$ cat config.mk
export PLATFORM = sky130hd
export DESIGN_NAME = alu_rsp_serializer
export DESIGN_NICKNAME = d
export VERILOG_FILES = /design/src/rtl/alu_rsp_pkg.sv /design/src/rtl/alu_rsp_slot.sv /design/src/rtl/alu_rsp_serializer.sv
export SDC_FILE = /design/constraint.sdc
export NUM_CORES = 1
export LEC_CHECK = 0
export ABC_CLOCK_PERIOD_IN_PS = 7650
export CAP_MARGIN = 20
export CORE_MARGIN = 2
export CORE_UTILIZATION = 35
export CTS_CLUSTER_SIZE = 8
export DETAILED_ROUTE_END_ITERATION = 8
export PLACE_DENSITY = 0.65
export SYNTH_ARGS = -nofsm -noshare
export SYNTH_HDL_FRONTEND = slang
export SYNTH_SLANG_ARGS = --single-unit
$ cat constraint.sdc
create_clock -name CLK -period 7.65 [get_ports CLK]
set_input_delay 1.53 -clock CLK [delete_from_list [all_inputs] [get_ports CLK]]
set_output_delay 1.53 -clock CLK [all_outputs]
set_load 0.02 [all_outputs]
$ cat src/rtl/alu_rsp_pkg.sv
// Shared definitions for the ALU result serializer: FSM state encoding,
// unit tag codes, header field layout and the byte-count helper.
// Optional feature macro: ALU_RSP_CHECKSUM_EN adds the CHK state.
package alu_rsp_pkg;

  // FSM state encoding; CHK exists only when the checksum trailer is built
  typedef enum logic [1:0] {
    ST_IDLE = 2'd0,
    ST_HDR  = 2'd1,
    ST_DATA = 2'd2
`ifdef ALU_RSP_CHECKSUM_EN
    , ST_CHK = 2'd3
`endif
  } state_t;

  // Source unit codes carried in the header tag field
  localparam logic [1:0] TAG_ARITH = 2'b00;
  localparam logic [1:0] TAG_LOGIC = 2'b01;
  localparam logic [1:0] TAG_CMP   = 2'b10;
  localparam logic [1:0] TAG_SHIFT = 2'b11;

  // Header layout: tag in the top bits, byte count in the low nibble
  localparam int HDR_TAG_MSB   = 7;
  localparam int HDR_LEN_LSB   = 0;
  localparam int HDR_LEN_WIDTH = 4;

  // Number of payload bytes carried per result word
  function automatic int nbytes(input int res_width);
    return res_width / 8;
  endfunction

endpackage

$ cat src/rtl/alu_rsp_slot.sv
// Holding register for one result word with its unit tag and a valid flag.
// Used twice by the serializer: once for the in-flight frame, once for the
// pending result. A load in the same cycle as a clear takes precedence.
module alu_rsp_slot
  import alu_rsp_pkg::*;
#(
  parameter int DATA_WIDTH = 16,
  parameter int TAG_WIDTH  = 2
) (
  input  logic                  CLK,
  input  logic                  RST,
  input  logic                  load,
  input  logic                  clear,
  input  logic [DATA_WIDTH-1:0] load_data,
  input  logic [TAG_WIDTH-1:0]  load_tag,
  output logic [DATA_WIDTH-1:0] data,
  output logic [TAG_WIDTH-1:0]  tag,
  output logic                  valid
);

  logic [DATA_WIDTH-1:0] data_q, data_d;
  logic [TAG_WIDTH-1:0]  tag_q, tag_d;
  logic                  valid_q, valid_d;

  // Next-state: load overrides clear so a hand-over and refill can coincide
  always_comb begin
    data_d  = data_q;
    tag_d   = tag_q;
    valid_d = valid_q;
    if (load) begin
      data_d  = load_data;
      tag_d   = load_tag;
      valid_d = 1'b1;
    end else if (clear) begin
      valid_d = 1'b0;
    end
  end

  // Storage flops, emptied by the asynchronous active-low reset
  always_ff @(posedge CLK or negedge RST) begin
    if (!RST) begin
      data_q  <= '0;
      tag_q   <= '0;
      valid_q <= 1'b0;
    end else begin
      data_q  <= data_d;
      tag_q   <= tag_d;
      valid_q <= valid_d;
    end
  end

  assign data  = data_q;
  assign tag   = tag_q;
  assign valid = valid_q;

endmodule

$ cat src/rtl/alu_rsp_serializer.sv
// Captures ALU results and sends each one as a framed byte stream
// (header, then data bytes LSB first) over a valid/ready byte interface.
// One frame is in flight and one result may wait; further results are
// dropped and flagged on the sticky OVERFLOW output.
// Optional feature macro: ALU_RSP_CHECKSUM_EN appends an XOR checksum byte.
module alu_rsp_serializer
  import alu_rsp_pkg::*;
#(
  parameter int RES_WIDTH = 16,
  parameter int TAG_WIDTH = 2
) (
  input  logic                 CLK,
  input  logic                 RST,
  input  logic [RES_WIDTH-1:0] RES_DATA,
  input  logic [TAG_WIDTH-1:0] RES_TAG,
  input  logic                 RES_VALID,
  output logic [7:0]           TX_DATA,
  output logic                 TX_VALID,
  input  logic                 TX_READY,
  input  logic                 OVF_CLR,
  output logic                 BUSY,
  output logic                 OVERFLOW
);

  localparam int         NBYTES   = nbytes(RES_WIDTH);
  localparam logic [3:0] LAST_IDX = 4'(NBYTES - 1);

  state_t     state_q, state_d;
  logic [3:0] idx_q, idx_d;
  logic [7:0] tx_data_q, tx_data_d;
  logic       tx_valid_q, tx_valid_d;
  logic       overflow_q, overflow_d;
`ifdef ALU_RSP_CHECKSUM_EN
  logic [7:0] chk_q, chk_d;
`endif

  logic                 xfer;
  logic                 frame_end;
  logic                 act_load, act_clear, act_valid;
  logic [RES_WIDTH-1:0] act_load_data, act_data, act_data_nxt;
  logic [TAG_WIDTH-1:0] act_load_tag, act_tag, act_tag_nxt;
  logic                 pend_load, pend_clear, pend_valid;
  logic [RES_WIDTH-1:0] pend_data;
  logic [TAG_WIDTH-1:0] pend_tag;
  logic [7:0]           header_d;
  logic [7:0]           byte_sel;

  alu_rsp_slot #(.DATA_WIDTH(RES_WIDTH), .TAG_WIDTH(TAG_WIDTH)) u_active (
    .CLK       (CLK),
    .RST       (RST),
    .load      (act_load),
    .clear     (act_clear),
    .load_data (act_load_data),
    .load_tag  (act_load_tag),
    .data      (act_data),
    .tag       (act_tag),
    .valid     (act_valid)
  );

  alu_rsp_slot #(.DATA_WIDTH(RES_WIDTH), .TAG_WIDTH(TAG_WIDTH)) u_pending (
    .CLK       (CLK),
    .RST       (RST),
    .load      (pend_load),
    .clear     (pend_clear),
    .load_data (RES_DATA),
    .load_tag  (RES_TAG),
    .data      (pend_data),
    .tag       (pend_tag),
    .valid     (pend_valid)
  );

  // Frame sequencing, slot hand-over and drop detection
  always_comb begin
    xfer          = tx_valid_q & TX_READY;
    frame_end     = 1'b0;
    state_d       = state_q;
    idx_d         = idx_q;
    overflow_d    = overflow_q & ~OVF_CLR;
    act_load      = 1'b0;
    act_clear     = 1'b0;
    act_load_data = RES_DATA;
    act_load_tag  = RES_TAG;
    pend_load     = 1'b0;
    pend_clear    = 1'b0;
`ifdef ALU_RSP_CHECKSUM_EN
    chk_d         = chk_q;
`endif

    case (state_q)
      ST_IDLE: begin
        if (RES_VALID) begin
          act_load = 1'b1;
          state_d  = ST_HDR;
        end
      end
      ST_HDR: begin
        if (xfer) begin
          state_d = ST_DATA;
          idx_d   = '0;
`ifdef ALU_RSP_CHECKSUM_EN
          chk_d   = chk_q ^ tx_data_q;
`endif
        end
      end
      ST_DATA: begin
        if (xfer) begin
`ifdef ALU_RSP_CHECKSUM_EN
          chk_d = chk_q ^ tx_data_q;
`endif
          if (idx_q == LAST_IDX) begin
`ifdef ALU_RSP_CHECKSUM_EN
            state_d = ST_CHK;
`else
            frame_end = 1'b1;
`endif
          end else begin
            idx_d = idx_q + 4'd1;
          end
        end
      end
`ifdef ALU_RSP_CHECKSUM_EN
      ST_CHK: begin
        if (xfer) frame_end = 1'b1;
      end
`endif
      default: state_d = ST_IDLE;
    endcase

    if (frame_end) begin
      if (pend_valid) begin
        act_load      = 1'b1;
        act_load_data = pend_data;
        act_load_tag  = pend_tag;
        pend_clear    = 1'b1;
        state_d       = ST_HDR;
      end else if (RES_VALID) begin
        act_load = 1'b1;
        state_d  = ST_HDR;
      end else begin
        act_clear = 1'b1;
        state_d   = ST_IDLE;
      end
    end

    if (RES_VALID && (state_q != ST_IDLE)) begin
      if (frame_end) begin
        if (pend_valid) pend_load = 1'b1;
      end else if (!pend_valid) begin
        pend_load = 1'b1;
      end else begin
        overflow_d = 1'b1;
      end
    end

`ifdef ALU_RSP_CHECKSUM_EN
    if (act_load) chk_d = '0;
`endif
  end

  // Byte that the output register will present after this edge
  always_comb begin
    act_data_nxt = act_load ? act_load_data : act_data;
    act_tag_nxt  = act_load ? act_load_tag  : act_tag;

    header_d = '0;
    header_d[HDR_TAG_MSB -: TAG_WIDTH] = act_tag_nxt;
    header_d[HDR_LEN_LSB +: HDR_LEN_WIDTH] = 4'(NBYTES);

    byte_sel = '0;
    for (int b = 0; b < NBYTES; b++) begin
      if (idx_d == 4'(b)) byte_sel = act_data_nxt[8*b +: 8];
    end

    tx_valid_d = (state_d != ST_IDLE);
    case (state_d)
      ST_HDR:  tx_data_d = header_d;
      ST_DATA: tx_data_d = byte_sel;
`ifdef ALU_RSP_CHECKSUM_EN
      ST_CHK:  tx_data_d = chk_d;
`endif
      default: tx_data_d = '0;
    endcase
  end

  // FSM and registered outputs; reset abandons any partial frame
  always_ff @(posedge CLK or negedge RST) begin
    if (!RST) begin
      state_q    <= ST_IDLE;
      idx_q      <= '0;
      tx_data_q  <= '0;
      tx_valid_q <= 1'b0;
      overflow_q <= 1'b0;
`ifdef ALU_RSP_CHECKSUM_EN
      chk_q      <= '0;
`endif
    end else begin
      state_q    <= state_d;
      idx_q      <= idx_d;
      tx_data_q  <= tx_data_d;
      tx_valid_q <= tx_valid_d;
      overflow_q <= overflow_d;
`ifdef ALU_RSP_CHECKSUM_EN
      chk_q      <= chk_d;
`endif
    end
  end

  assign TX_DATA  = tx_data_q;
  assign TX_VALID = tx_valid_q;
  assign OVERFLOW = overflow_q;
  // The active slot is valid exactly while the FSM is out of IDLE
  assign BUSY     = act_valid | pend_valid;

endmodule

---- Yosys cells after proc, flatten, opt, wreduce, memory -nomap -nowiden ----
Cells that the tools add are included.
storage, ports and cells
  register bits after elaboration ......... 54
  bits of input ports ..................... 23
  output and inout bits ................... 11
operators by class
  $add $sub $neg .......................... 1
  eq/ne operators ......................... 6
  muxes and demuxes ....................... 42
  bitwise gates (word level) .............. 4
  reductions and logical operators ........ 7
operators by type and width
  kind                 number
  $mux 16              3
  $mux 1               25
  $mux 8               2
  $pmux 8 s2           1
  $mux 2               6
  $mux 4               3
  $eq 4x1->1 const B   2
  $pmux 4 s2           1
  $reduce_bool 2->1    4
  $pmux 2 s3           1
  $add 4x1->4 const B  1
  $eq 2x1->1 const B   2
  $eq 2x2->1 const B   2
  $logic_not 4->1      1
  $and 1x1->1          2
  $logic_not 2->1      1
  $logic_and 1x1->1    1
  $not 1->1            1
  $or 1x1->1           1

---- Longest topological paths before layout ----
Gate-level depths: netlist of the first run.
  depth after elaboration ................. 9
  depth in mapped cells ................... 11
  mapped depth without buffers ............ 11

---- Cells and area by module ----
From an unflattened synthesis of the first run, not the netlist that was laid out.
unflattened totals
  cell total of the unflattened synthesis .. 226
  area total of the unflattened synthesis .. 2,949.1 um^2
modules (own cells, without submodules)
  module              times used  cells each  area an instance (um^2)
  alu_rsp_slot        2           41          755.7
  alu_rsp_serializer  1           144         1,437.6

---- Worst setup path after synthesis of the first run ----
Ideal clock, no wire load.
  kind .................................... input -> register
  start ................................... input TX_READY
  end ..................................... register u_pending.data_q[10] (netlist: u_pending.data[10])
  setup time .............................. 125 ps
  data arrival time ....................... 3,296 ps
  path slack .............................. 4,230 ps
  stages .................................. 7
  path buffers ............................ 2
  cells stage by stage .................... and2_1 > and3_4 > buf_6 > ha_1 > nor3_2 > buf_2 > mux2_2
between the ends
  cells in the longest elaborated chain, start to end .. 5
RTL lines
  what                    line                       source
  start: declaration      alu_rsp_serializer.sv:19   input logic TX_READY,
  $and 1x1->1             alu_rsp_serializer.sv:74   xfer = tx_valid_q & TX_READY;
  $mux 1                  alu_rsp_serializer.sv:106  if (xfer) begin
  $mux 1                  alu_rsp_serializer.sv:89   case (state_q)
  $mux 1                  alu_rsp_serializer.sv:146  if (frame_end) begin
  $mux 1                  alu_rsp_serializer.sv:145  if (RES_VALID && (state_q != ST_IDLE)) begin
  end signal: assignment  alu_rsp_slot.sv:46         data_q <= data_d;
  end: declaration        alu_rsp_slot.sv:21         logic [DATA_WIDTH-1:0] data_q, data_d;
Every way passes these cells.
A chain may end at the register's enable or synchronous reset.

---- Worst setup path after layout of the first run ----
  start ................................... input TX_READY
  end ..................................... register tx_data_q[6] (netlist: TX_DATA[6])
between the ends
  elaborated cells between the ends (all ways) .. 21
  those cells by class .................... 3 x eq/ne; 16 x mux; 1 x bitwise; 1 x reduce/logical
RTL lines
  what                                      line                       source
  $and 1x1->1 *                             alu_rsp_serializer.sv:74
  $mux 1 *                                  alu_rsp_serializer.sv:106
  $mux 1 *                                  alu_rsp_serializer.sv:89
  $mux 16 / $mux 1 (equally long branches)  alu_rsp_serializer.sv:129  if (frame_end) begin
  $mux 16 *                                 --
  via act_data_nxt[14]                      alu_rsp_serializer.sv:40   logic [RES_WIDTH-1:0] act_load_data, act_data, act_data_nxt;
  $mux 8 *                                  alu_rsp_serializer.sv:171  if (idx_d == 4'(b)) byte_sel = act_data_nxt[8*b +: 8];
  $pmux 8 s2 *                              alu_rsp_serializer.sv:175  case (state_d)
  via tx_data_d[6]                          alu_rsp_serializer.sv:30   logic [7:0] tx_data_q, tx_data_d;
  end signal: assignment                    alu_rsp_serializer.sv:199  tx_data_q <= tx_data_d;
  end: declaration                          alu_rsp_serializer.sv:30
The timed path passes the listed nets; every way through them passes the cells marked *.

==> results.py, run 1 <==
metrics = {
    "pwr": {
        "p_leak_nw": 1.37,
        "power.internal_uw": 707,
        "p_sw_share_pct": 33.9,
        "p_clk_share_pct": 14.5,
        "p_seq_share_pct": 43.5,
        "pwr_density_cell_mw_per_mm2": 337,
        "p_comb_share_pct": 42.0,
        "power_switching_uw": 363,
        "ir_drop_mv": 0.155,
    },
    "sta": {
        "finalCriticalPeriod_ns": 4.37,
        "hold_viol": 0,
        "skew_ns": 0.00841,
        "rsz0062_at_grt": "no",
        "setup_viol": 0,
        "slew_headroom_pct": 34.3,
        "worstMarginPinSlew_ns": 0.985,
        "holdWs_ns": 0.477,
        "slew_violations": 0,
        "clock.fmax_mhz": 229,
        "period_share_pct": 57.1,
        "tns_ns": 0,
    },
    "final_layout": {
        "insertedDiodeCount": 0,
        "nets": 275,
        "final_cells": 343,
        "final_cell_mix": "dfrtp_1, mux2_2, clkdlybuf4s50_1",
        "area_growth_pct": 17.8,
        "final_common_cell": "dfrtp_1",
        "fin_area_mm2": 0.00318,
        "final_layout_size_suffix_gt1_share_pct": 26.6,
    },
    "logic_synthesis": {
        "yosys_register_bits": 54,
        "ys_async_sr_fraction_pct": 100,
        "synthTopCellsByArea": "dfrtp_1, mux2_2, ha_1",
        "synth_top_area_share_pct": 50.1,
        "synthDistinctLibCells": 42,
        "ys.flop_type": "dfrtp_1",
        "syn_area_mm2": 0.00270,
        "syn_avg_cell_area_um2": 13.1,
        "synth_area_leader_cell": "dfrtp_1",
        "syn-num-nets": 240,
        "yosysWarnings": 0,
        "synth_cells": 206,
        "synth-edff-count": 0,
        "ys_seq_area_share_pct": 50.1,
    },
    "routing": {
        "ant_nets": 0,
        "viasPerCell": 4.65,
        "drt-pass1-iter-count": 6,
        "vias": 1594,
        "routedWlPerCell_um": 14.0,
        "drcViolationCount": 0,
        "wl_um": 4800,
        "drtIter0Drc": 46,
    },
    "placed_design": {
        "place_area_mm2": 0.00308,
        "dp.cells": 335,
        "hpwl_um": 3290,
        "gp_congestion": 0.752,
        "port_buffers": 33,
    },
    "die": {
        "io_pins": 34,
        "die_w_um": 91.8,
        "rows": 32,
        "coreArea_mm2": 0.00761,
        "die_y_um": 91.8,
        "dieArea_mm2": 0.00843,
        "initial_core_util_pct": 35.5,
    },
    "clock_tree": {
        "cts_buffers": 5,
        "cts_hold_buf": 0,
        "postCtsSetupBuffers": 0,
        "cts-root-buf": "clkbuf_8",
        "postCtsResizedCells": 0,
        "cts_htree_levels": 2,
        "clockBufferDepth": 2,
        "cts.sinks": 54,
        "cts_tree": "done",
        "clkSlewWorstSetupHoldPaths_ns": 0.09,
        "clk_latency_ns": 0.31,
    },
    "global_route": {
        "busiest_layer": "met2",
        "global_route.usage.met3_pct": 3.70,
        "grt_pass1_vias": 1671,
        "grt_use_met2_pct": 19.0,
        "grt-ovfl-total": 0,
        "grt_pass1_wl_um": 8020,
        "antenna_found_initial": 0,
        "grt_max_degree": 55,
        "met1_usage_pct": 16.1,
        "track_usage_pct": 12.0,
    },
    "worst_setup_path": {
        "cp_cell_sequence": "clkdlybuf4s50_1, and2_1, and4_1, o22a_1, buf_8, mux2_2, mux2i_1, o22ai_1",
        "worstPathMaxFanout": 20,
        "reg2reg_slack_ns": 4.19,
        "slowest_delay_ns": 0.87,
        "cpMaxStageDelayCell": "and4_1",
        "path_class": "primary input to register",
        "crit_required_ns": 7.84,
        "rr_worst_depth": 9,
        "worstReg2RegStart": "idx_q[1]",
        "crit_arrival_ns": 4.56,
        "cp-end-kind": "register",
        "critPathLaunch": "TX_READY",
        "critPathLaunchType": "primary input",
    },
    "worst_hold_path": {
        "min_from": "u_active.valid",
        "hold_depth": 1,
        "hp-class": "register to register",
    },
    "status": {
        "status": "completed",
    },
    "flow_run": {
        "drv_cap": 0,
    },
}
-- cell families after synthesis --
family                   after synthesis  synth area share [%]
AND/OR/NAND/NOR                       31                  6.87
adder cells (fa/ha/maj)               11                  5.10
AO/OA/AOI/OAI                         31                  8.40
flip-flops                            54                  50.1
multiplexers                          57                  24.5
buffers and inverters                 22                  5.01
-- metrics by stage --
stage / worst slack, ns / utilization [%] / total power [mW]
6_report: 3.28 / 41.8 / 1.07
5_1_grt: 3.07 / 41.8 / 1.15
4_1_cts: 3.02 / 41.6 / 1.08
3_5_place_dp: 2.67 / 40.5 / 0.921
3_3_place_gp: 2.76 / 40.5 / 0.910
2_1_floorplan: 4.23 / - / 0.810
-- power by group through the flow --
stage	sequential (mW)	clock, mW	combinational (mW)
2_1_floorplan	0.478	0	0.332
6_report	0.465	0.155	0.450
3_3_place_gp	0.469	0	0.441
4_1_cts	0.467	0.161	0.452
3_5_place_dp	0.472	0	0.450
5_1_grt	0.481	0.172	0.499
-- sequential cells by signal, summed over array words and instances (netlist names) --
signal	flops
OVERFLOW	1
u_active.valid	1
u_active.data	16
TX_VALID	1
TX_DATA	8
idx_q	4
u_active.tag	2
u_pending.valid	1
u_pending.tag	2
u_pending.data	16
state_q	2
-- routing by layer --
metal	up-vias	share of wire (%)
met5	-	0
met4	0	0
met3	0	3.1
met2	28	47
met1	769	50
li1	797	-
-- synthesized netlist by cell type (3+ instances only) --
cell / n
o21ai_0: 4
a21o_1: 5
ha_1: 11
o22ai_1: 3
inv_1: 14
dfrtp_1: 54
nand2_1: 6
buf_6: 4
mux2_2: 37
nor2_1: 9
mux2_4: 9
a21oi_1: 4
a211o_1: 3
mux2i_1: 11
-- worst paths after layout --
check                                     to
max                               TX_DATA[6]
min                           u_active.valid
max reg2reg                       TX_DATA[6]
min reg2reg                   u_active.valid
max in group asynchronous           OVERFLOW
min in group asynchronous  u_pending.data[3]
-- final cells by class --
cell class / count / area (um2)
clock buffers: 6 / 72.6
clock inverters: 1 / 7.51
fillers: 741 / 4430
inverters: 14 / 52.6
multi-input cells: 130 / 1210
flip-flops and latches: 54 / 1350
well taps: 102 / 128
repair buffers: 36 / 355
-- critical path, delay by kind of cell --
family | cells | cell delay, ns
mux | 2 | 0.49
simple gates | 2 | 1.05
buf+inv | 2 | 0.73
compound gates | 2 | 0.75
Note: power is estimated with default switching activity, not from simulation.
==> inputs of run 2 (changes only) <==
ABC_CLOCK_PERIOD_IN_PS = 4400   (was 7650)
clock period = 4.4 ns   (was 7.65 ns; I/O delays follow)
==> results.py, run 2 (synthesis gave the netlist of run 1 again) <==
metrics = {
    "clock_tree": {
        "postCtsSetupBuffers": 0,
        "cts_hold_buf": 0,
        "clkSlewWorstSetupHoldPaths_ns": 0.09,
        "clk_latency_ns": 0.30,
        "clockBufferDepth": 2,
        "cts_tree": "done",
        "cts.sinks": 54,
        "cts-root-buf": "clkbuf_8",
        "cts_buffers": 5,
        "cts_htree_levels": 2,
        "postCtsResizedCells": 0,
    },
    "die": {
        "rows": 32,
        "coreArea_mm2": 0.00761,
        "dieArea_mm2": 0.00843,
        "initial_core_util_pct": 35.5,
        "die_w_um": 91.8,
        "die_y_um": 91.8,
        "io_pins": 34,
    },
    "sta": {
        "rsz0062_at_grt": "no",
        "worstMarginPinSlew_ns": 0.674,
        "finalCriticalPeriod_ns": 3.16,
        "hold_viol": 0,
        "slew_headroom_pct": 55.1,
        "clock.fmax_mhz": 316,
        "worst_slack_ns": 1.24,
        "period_share_pct": 71.9,
        "skew_ns": 0.00513,
        "slew_violations": 0,
        "setup_viol": 0,
        "tns_ns": 0,
    },
    "final_layout": {
        "final_layout_size_suffix_gt1_share_pct": 27.6,
        "nFillCells": 742,
        "final_util_pct": 41.9,
        "fin_area_mm2": 0.00318,
        "insertedDiodeCount": 0,
        "final_cell_mix": "dfrtp_1, mux2_2, clkdlybuf4s50_1",
        "area_growth_pct": 18.0,
        "multi_input_area_mm2": 0.00121,
        "register_area_mm2": 0.00135,
        "final_common_cell": "dfrtp_1",
        "nets": 277,
    },
    "pwr": {
        "ir_drop_mv": 0.306,
        "power.total_mw": 1.86,
        "pwr_density_cell_mw_per_mm2": 583,
        "p_leak_nw": 1.38,
    },
    "worst_hold_path": {
        "hp-class": "register to register",
    },
    "worst_setup_path": {
        "cpMaxStageDelayCell": "and4_1",
        "crit_required_ns": 4.58,
        "cp-end-kind": "register",
        "crit_arrival_ns": 3.34,
        "critPathLaunchType": "primary input",
        "slowest_delay_ns": 0.55,
        "path_class": "primary input to register",
        "worstPathMaxFanout": 25,
        "cp_cell_sequence": "clkdlybuf4s50_1, and2_1, and4_1, o22a_1, buf_4, mux2_2, mux2i_1, o22ai_1",
    },
    "routing": {
        "routedWlPerCell_um": 14.2,
        "drtIter0Drc": 89,
        "wl_um": 4890,
        "ant_nets": 0,
        "drt-pass1-iter-count": 4,
        "drcViolationCount": 0,
        "vias": 1654,
        "viasPerCell": 4.79,
    },
    "placed_design": {
        "port_buffers": 33,
        "pre_cts_ws_ns": 0.940,
        "gp_congestion": 0.774,
        "place_area_mm2": 0.00311,
        "hpwl_um": 3530,
    },
    "status": {
        "status": "completed",
    },
    "global_route": {
        "grt_pass1_vias": 1715,
        "grt-ovfl-total": 0,
        "grt_max_degree": 32,
        "grt_pass1_wl_um": 8620,
        "antenna_found_initial": 0,
        "track_usage_pct": 12.8,
    },
    "flow_run": {
        "drv_cap": 0,
    },
}
==> run 2: layout make-up <==
class | instances | share of cell area [%]
clock buffer | 5 | 2.16
tap | 102 | 4.01
clock inverter | 2 | 0.314
multi-input combinational | 130 | 38.0
sequential | 54 | 42.4
timing repair buffer | 38 | 11.4
inverter | 14 | 1.65
==> run 2: report_power, final <==
part           leakage [nW]  total [mW]  internal (mW)  switching [mW]
clock network        0.0438       0.260          0.107           0.153
registers             0.657       0.810          0.712          0.0982
logic                 0.682       0.786          0.404           0.381
total                  1.38        1.86           1.22           0.632
==> run 2: worst paths after layout <==
path                           startpoint               end  slack, ns  depth (start not counted)
min in group asynchronous             RST        TX_DATA[3]       0.60                          1
min                        u_active.valid    u_active.valid       0.48                          1
max reg2reg                      idx_q[1]        TX_DATA[7]       1.52                          9
max                              TX_READY        TX_DATA[7]       1.24                          8
min reg2reg                u_active.valid    u_active.valid       0.48                          1
max in group asynchronous             RST  u_active.data[5]       3.02                          2
==> run 2: worst max-delay path: cells and delay by family <==
family / cells / cell delay (ns)
simple gates: 2 / 0.74
buf+inv: 2 / 0.82
compound gates: 2 / 0.32
mux: 2 / 0.57
==> run 2: layer usage <==
layer	routed length, um	track usage (%)	vias up
li1	-	-	796
met1	2340	17.3	821
met2	2350	20.7	33
met3	157	3.45	4
met4	44	2.99	0
met5	0	0	-
==> run 2: through the flow <==
step / cells / hold slack [ns]
2_1_floorplan: 206 / 0.441
4_1_cts: 345 / 0.483
3_3_place_gp: 338 / 0.456
5_1_grt: 345 / 0.511
6_report: 345 / 0.479
3_5_place_dp: 338 / 0.462
==> variant 1 (flow settings as in run 2) <==
The option `ALU_RSP_CHECKSUM_EN` is turned on by a define.
--- a/src/rtl/alu_rsp_pkg.sv
+++ b/src/rtl/alu_rsp_pkg.sv
@@ -1,6 +1,8 @@
 // Shared definitions for the ALU result serializer: FSM state encoding,
 // unit tag codes, header field layout and the byte-count helper.
 // Optional feature macro: ALU_RSP_CHECKSUM_EN adds the CHK state.
+`define ALU_RSP_CHECKSUM_EN
+
 package alu_rsp_pkg;
 
   // FSM state encoding; CHK exists only when the checksum trailer is built
Formal check against the unedited RTL: not equivalent (Yosys sat finds a counterexample within 10 cycles, from zero or initial values and one cycle with RST low).
==> variant 1 against run 2 <==
Fmax is 1.1% lower; highest routed layer unchanged; count of clock-buffer cells in the layout is 8 higher; clock power rose by 120%; design area increased by 18%; routed wire length is 28% higher; critical endpoint is now TX_DATA[4]$_DFF_PN0_; largest cell class unchanged; worst setup slack worse by 35 ps; global-route usage is 1.0 points higher; sequential cell count up 8; non-clock buffer count fell by 1; total power is 39% higher; synthesized area up 16%; sequential power is 18% higher.
==> variant 1: results <==
group,metric,value,unit
synth,synthXorXnorAreaFrac,2.25,%
run_status,status,"completed",
pwr,p_sw_share,33.7,%
clock_network,worstSkewPairLatency,340,ps
clock_network,clkTransAtPathRegs,70,ps
critical_path,cp_slowest_cell,"clkdlybuf4s50_1",
global_route,grt_use_met3,4.65,%
global_route,grtUsageTotal,13.9,%
routing,initialDrtViolationCount,74,
synth,synth_compound_area_share,7.78,%
routing,vias,1995,
global_route,grt_use_met2,21.4,%
place,place.gp.congestion,0.760,
place,dp_hpwl,4.31,mm
global_route,grt_max_degree,44,
min_path,holdCritStartpoint,"u_active.tag[0]$_DFF_PN0_",
clock_network,cts_buffers,9,
critical_path,r2r_start,"state_q[0]$_DFF_PN0_",
global_route,grtUsageMet1,18.8,%
sta,worst_clock_skew,10.9,ps
sta,period_share,72.7,%
synth,syn_nets,278,
place,dp_slack,844,ps
routing,totalWireLength,6.27,mm
sta,tightest_slew,969,ps
pwr,ir_drop,0.280,mV
routing,wirelength_met1,2.99,mm
critical_path,crit_arrival,3380,ps
synth,synth_mux_area_share,24.3,%
clock_network,clk_path_buf_depth,2,
critical_path,reg2reg_slack,1720,ps
synth,synth_fa_ha_area_share,3.21,%
synth,synthTopCellsByArea,"dfrtp_1 50%, mux2_2 14%, mux2_4 6.7%, mux2i_1 3.9%, ha_1 3.2%",
synth,seq_area_frac_synth,49.8,%
place,placed_area,3530,um^2
pwr,leakage,0.00173,uW
clock_network,h-tree-depth,3,
final_layout,nFillCells,844,
routing,met3_length,267,um
final_layout,drive_gt1_share,26.7,%
global_route,grt_pass1_vias,2073,
critical_path,slowest_delay,680,ps
synth,netlist-cell-type-count,44,
global_route,grt_pass1_wl,10.4,mm
sta,hold_ws,495,ps
synth,synth_commonest_cells,"62 x dfrtp_1, 38 x mux2_2, 17 x inv_1",
==> variant 1: cell count changes in the layout (fill, tap and decap cells not counted), sizes merged, moves of 5 or more <==
cell	before	now
dfrtp	54	62
xnor2	0	5
nand2	6	13
clkbuf	5	13
mux2	46	52
o32ai	1	7
==> variant 1: metrics by stage <==
step | util (%) | std cells
after global placement | 40.7 | 380
final | 43.4 | 396
after floorplan | - | 247
after detailed placement | 40.7 | 380
after global routing | 43.4 | 396
after CTS | 43.4 | 396
==> variant 1: worst max-delay path, delay by kind of cell <==
kind	cells	cell delay, ps
AO/OA/AOI/OAI	2	580
AND/OR/NAND/NOR	1	520
multiplexers	2	490
buffers and inverters	2	890
==> variant 1: power groups by stage <==
stage                     clock network [uW]  logic [uW]  registers [uW]
after detailed placement                   0        1050             962
after floorplan                            0         778             950
after CTS                                597        1050             953
final                                    582        1040             953
after global placement                     0        1030             953
after global routing                     622        1150             982
==> variant 1: cell type report <==
type                            count  share of cell area, %
Inverter                           17                   1.69
Tap cell                          108                   3.59
Clock inverter                      3                   1.73
Timing Repair Buffer               37                   9.77
Sequential cell                    62                   41.2
Clock buffer                       13                   4.49
Multi-Input combinational cell    156                   37.5
==> variant 1: cells by family after synthesis <==
logic type / Yosys count
adder cells (fa/ha/maj): 8
AND/OR/NAND/NOR: 43
flip-flops: 62
multiplexers: 64
XOR/XNOR: 8
AO/OA/AOI/OAI: 33
buffers and inverters: 29
==> variant 1: final timing paths <==
path	cells past startpoint	end
min in group asynchronous	1	u_pending.data[7]$_DFFE_PN0P_
worst min-delay path	1	u_active.tag[0]$_DFF_PN0_
worst max register to register	7	TX_DATA[4]$_DFF_PN0_
max in group asynchronous	2	u_active.tag[0]$_DFF_PN0_
worst max-delay path	7	TX_DATA[4]$_DFF_PN0_
worst min register to register	1	u_active.tag[0]$_DFF_PN0_
==> variant 2 (flow settings as in run 2) <==
Without the edit above. Register the output `OVERFLOW` once more, with the module's reset; this adds one clock of latency there. The other outputs are not delayed to match.
--- a/src/rtl/alu_rsp_serializer.sv
+++ b/src/rtl/alu_rsp_serializer.sv
@@ -207,7 +207,13 @@
 
   assign TX_DATA  = tx_data_q;
   assign TX_VALID = tx_valid_q;
-  assign OVERFLOW = overflow_q;
+  always_ff @(posedge CLK or negedge RST) begin
+    if (!RST) begin
+      OVERFLOW <= '0;
+    end else begin
+      OVERFLOW <= overflow_q;
+    end
+  end
   // The active slot is valid exactly while the FSM is out of IDLE
   assign BUSY     = act_valid | pend_valid;
 
Behaviour: not the same (Yosys sat finds a counterexample within 4 cycles, from zero or initial values and one cycle with RST low).
==> variant 2 against run 2 <==
Design area increased by 0.90%; total power grew 1.9%; sequential share of layout area increased by 0.40 points; synthesized area rose by 0.93%; sequential cell count up 1; routed wire length rose by 2.6%; worst setup slack better by 150 ps; first-iteration DRC count down 16%; register-to-register slack gained 90 ps; critical endpoint is now u_pending.data[4]$_DFFE_PN0P_.
==> variant 2: results <==
group,metric,value,unit
sta,hold_ws,390,ps
routing,drc_errors,0,
min_path,holdCritStartpoint,"overflow_q$_DFF_PN0_",
global_route,grtUsageTotal,12.8,%
clock_network,worstSkewPairLatency,310,ps
critical_path,startpoint,"TX_READY",
critical_path,timing.critical_path.fanout_max,12,
clock_network,h-tree-depth,2,
critical_path,slowest_delay,490,ps
clock_network,postCtsSetupBuffers,0,
routing,drtPass1Iterations,4,
clock_network,cts-root-buf,"clkbuf_8",
final_layout,nFillCells,728,
global_route,grt_max_degree,29,
place,dp_hpwl,3.48,mm
final_layout,nNetsFinal,278,
place,place.gp.congestion,0.726,
critical_path,cp-start-kind,"input port",
routing,initialDrtViolationCount,75,
synth,netlist-cell-type-count,42,
pwr,p_sw_share,34.3,%
sta,worst_clock_skew,8.51,ps
synth,seq_area_frac_synth,50.6,%
critical_path,cp_top_family,"simple AND/OR/NAND/NOR gates",
min_path,min_path_type,"flop to flop",
pwr,p_seq,828,uW
synth,async_flop_share,100,%
global_route,grt.overflow.total,0,
synth,syn_nets,241,
critical_path,crit_arrival,3200,ps
clock_network,cts_resized,0,
run_status,status,"completed",
global_route,antenna_found_initial,0,
synth,synthTopCellsByArea,"dfrtp_1 51%, mux2_2 15%, ha_1 5.1%, mux2_4 5.0%, mux2i_1 4.0%",
place,port_buffers,33,
sta,max-slew-margin-rel,57.9,%
clock_network,clk_path_buf_depth,2,
place,placed_area,3130,um^2
critical_path,r2r_start,"idx_q[1]$_DFF_PN0_",
synth,yosys_warnings,0,
pwr,leakage,0.00140,uW
pwr,combPwrFrac,42.0,%
global_route,grt_pass1_vias,1770,
critical_path,cp_slowest_cell,"clkdlybuf4s50_1",
clock_network,cts_buffers,5,
final_layout,drive_gt1_share,27.5,%
pwr,ir_drop,0.217,mV
global_route,grt_pass1_wl,8.54,mm
synth,synth_commonest_cells,"55 x dfrtp_1, 37 x mux2_2, 14 x inv_1",
routing,totalWireLength,5.01,mm
clock_network,clkTransAtPathRegs,90,ps
final_layout,num_antenna_cells,0,
critical_path,reg2reg_slack,1610,ps
routing,via_per_inst,4.81,
==> variant 2: stage by stage <==
stage	cells	worst slack, ps	power [uW]
floorplan	207	1630	1420
global placement	339	1100	1620
detailed placement	339	1070	1640
CTS	346	1390	1910
global route	346	1240	2050
finish	346	1390	1890
==> variant 2: cells by family after synthesis <==
group / Yosys count / share of synthesized area [%]
AO/OA/AOI/OAI: 31 / 8.32
adder cells (fa/ha/maj): 11 / 5.06
buffers and inverters: 22 / 4.96
flip-flops: 55 / 50.6
multiplexers: 57 / 24.3
AND/OR/NAND/NOR: 31 / 6.80
==> variant 2: area by class of cell <==
type | instances | area [um^2] | area share (%)
multi-input combinational | 130 | 1210 | 37.7
clock buffer | 5 | 68.8 | 2.14
inverter | 14 | 52.6 | 1.64
tap | 102 | 128 | 3.97
sequential | 55 | 1380 | 42.8
timing repair buffer | 38 | 363 | 11.3
clock inverter | 2 | 13.8 | 0.428
==> variant 2: final timing paths <==
check	endpoint	cells past startpoint
max in group asynchronous	TX_DATA[0]$_DFF_PN0_	2
min in group asynchronous	TX_DATA[2]$_DFF_PN0_	1
worst min-delay path	OVERFLOW$_DFF_PN0_	0
worst max register to register	u_pending.data[4]$_DFFE_PN0P_	8
worst min register to register	OVERFLOW$_DFF_PN0_	0
worst max-delay path	u_pending.data[4]$_DFFE_PN0P_	7
==> variant 2: per-layer routing <==
metal / vias to the layer above / routed length, um / global-route usage (%) / share of wire, %
met3: 8 / 181 / 3.20 / 3.6
met2: 27 / 2320 / 20.4 / 46
met4: 0 / 62 / 3.98 / 1.2
met5: - / 0 / 0 / 0
met1: 826 / 2450 / 17.1 / 49
li1: 802 / - / - / -
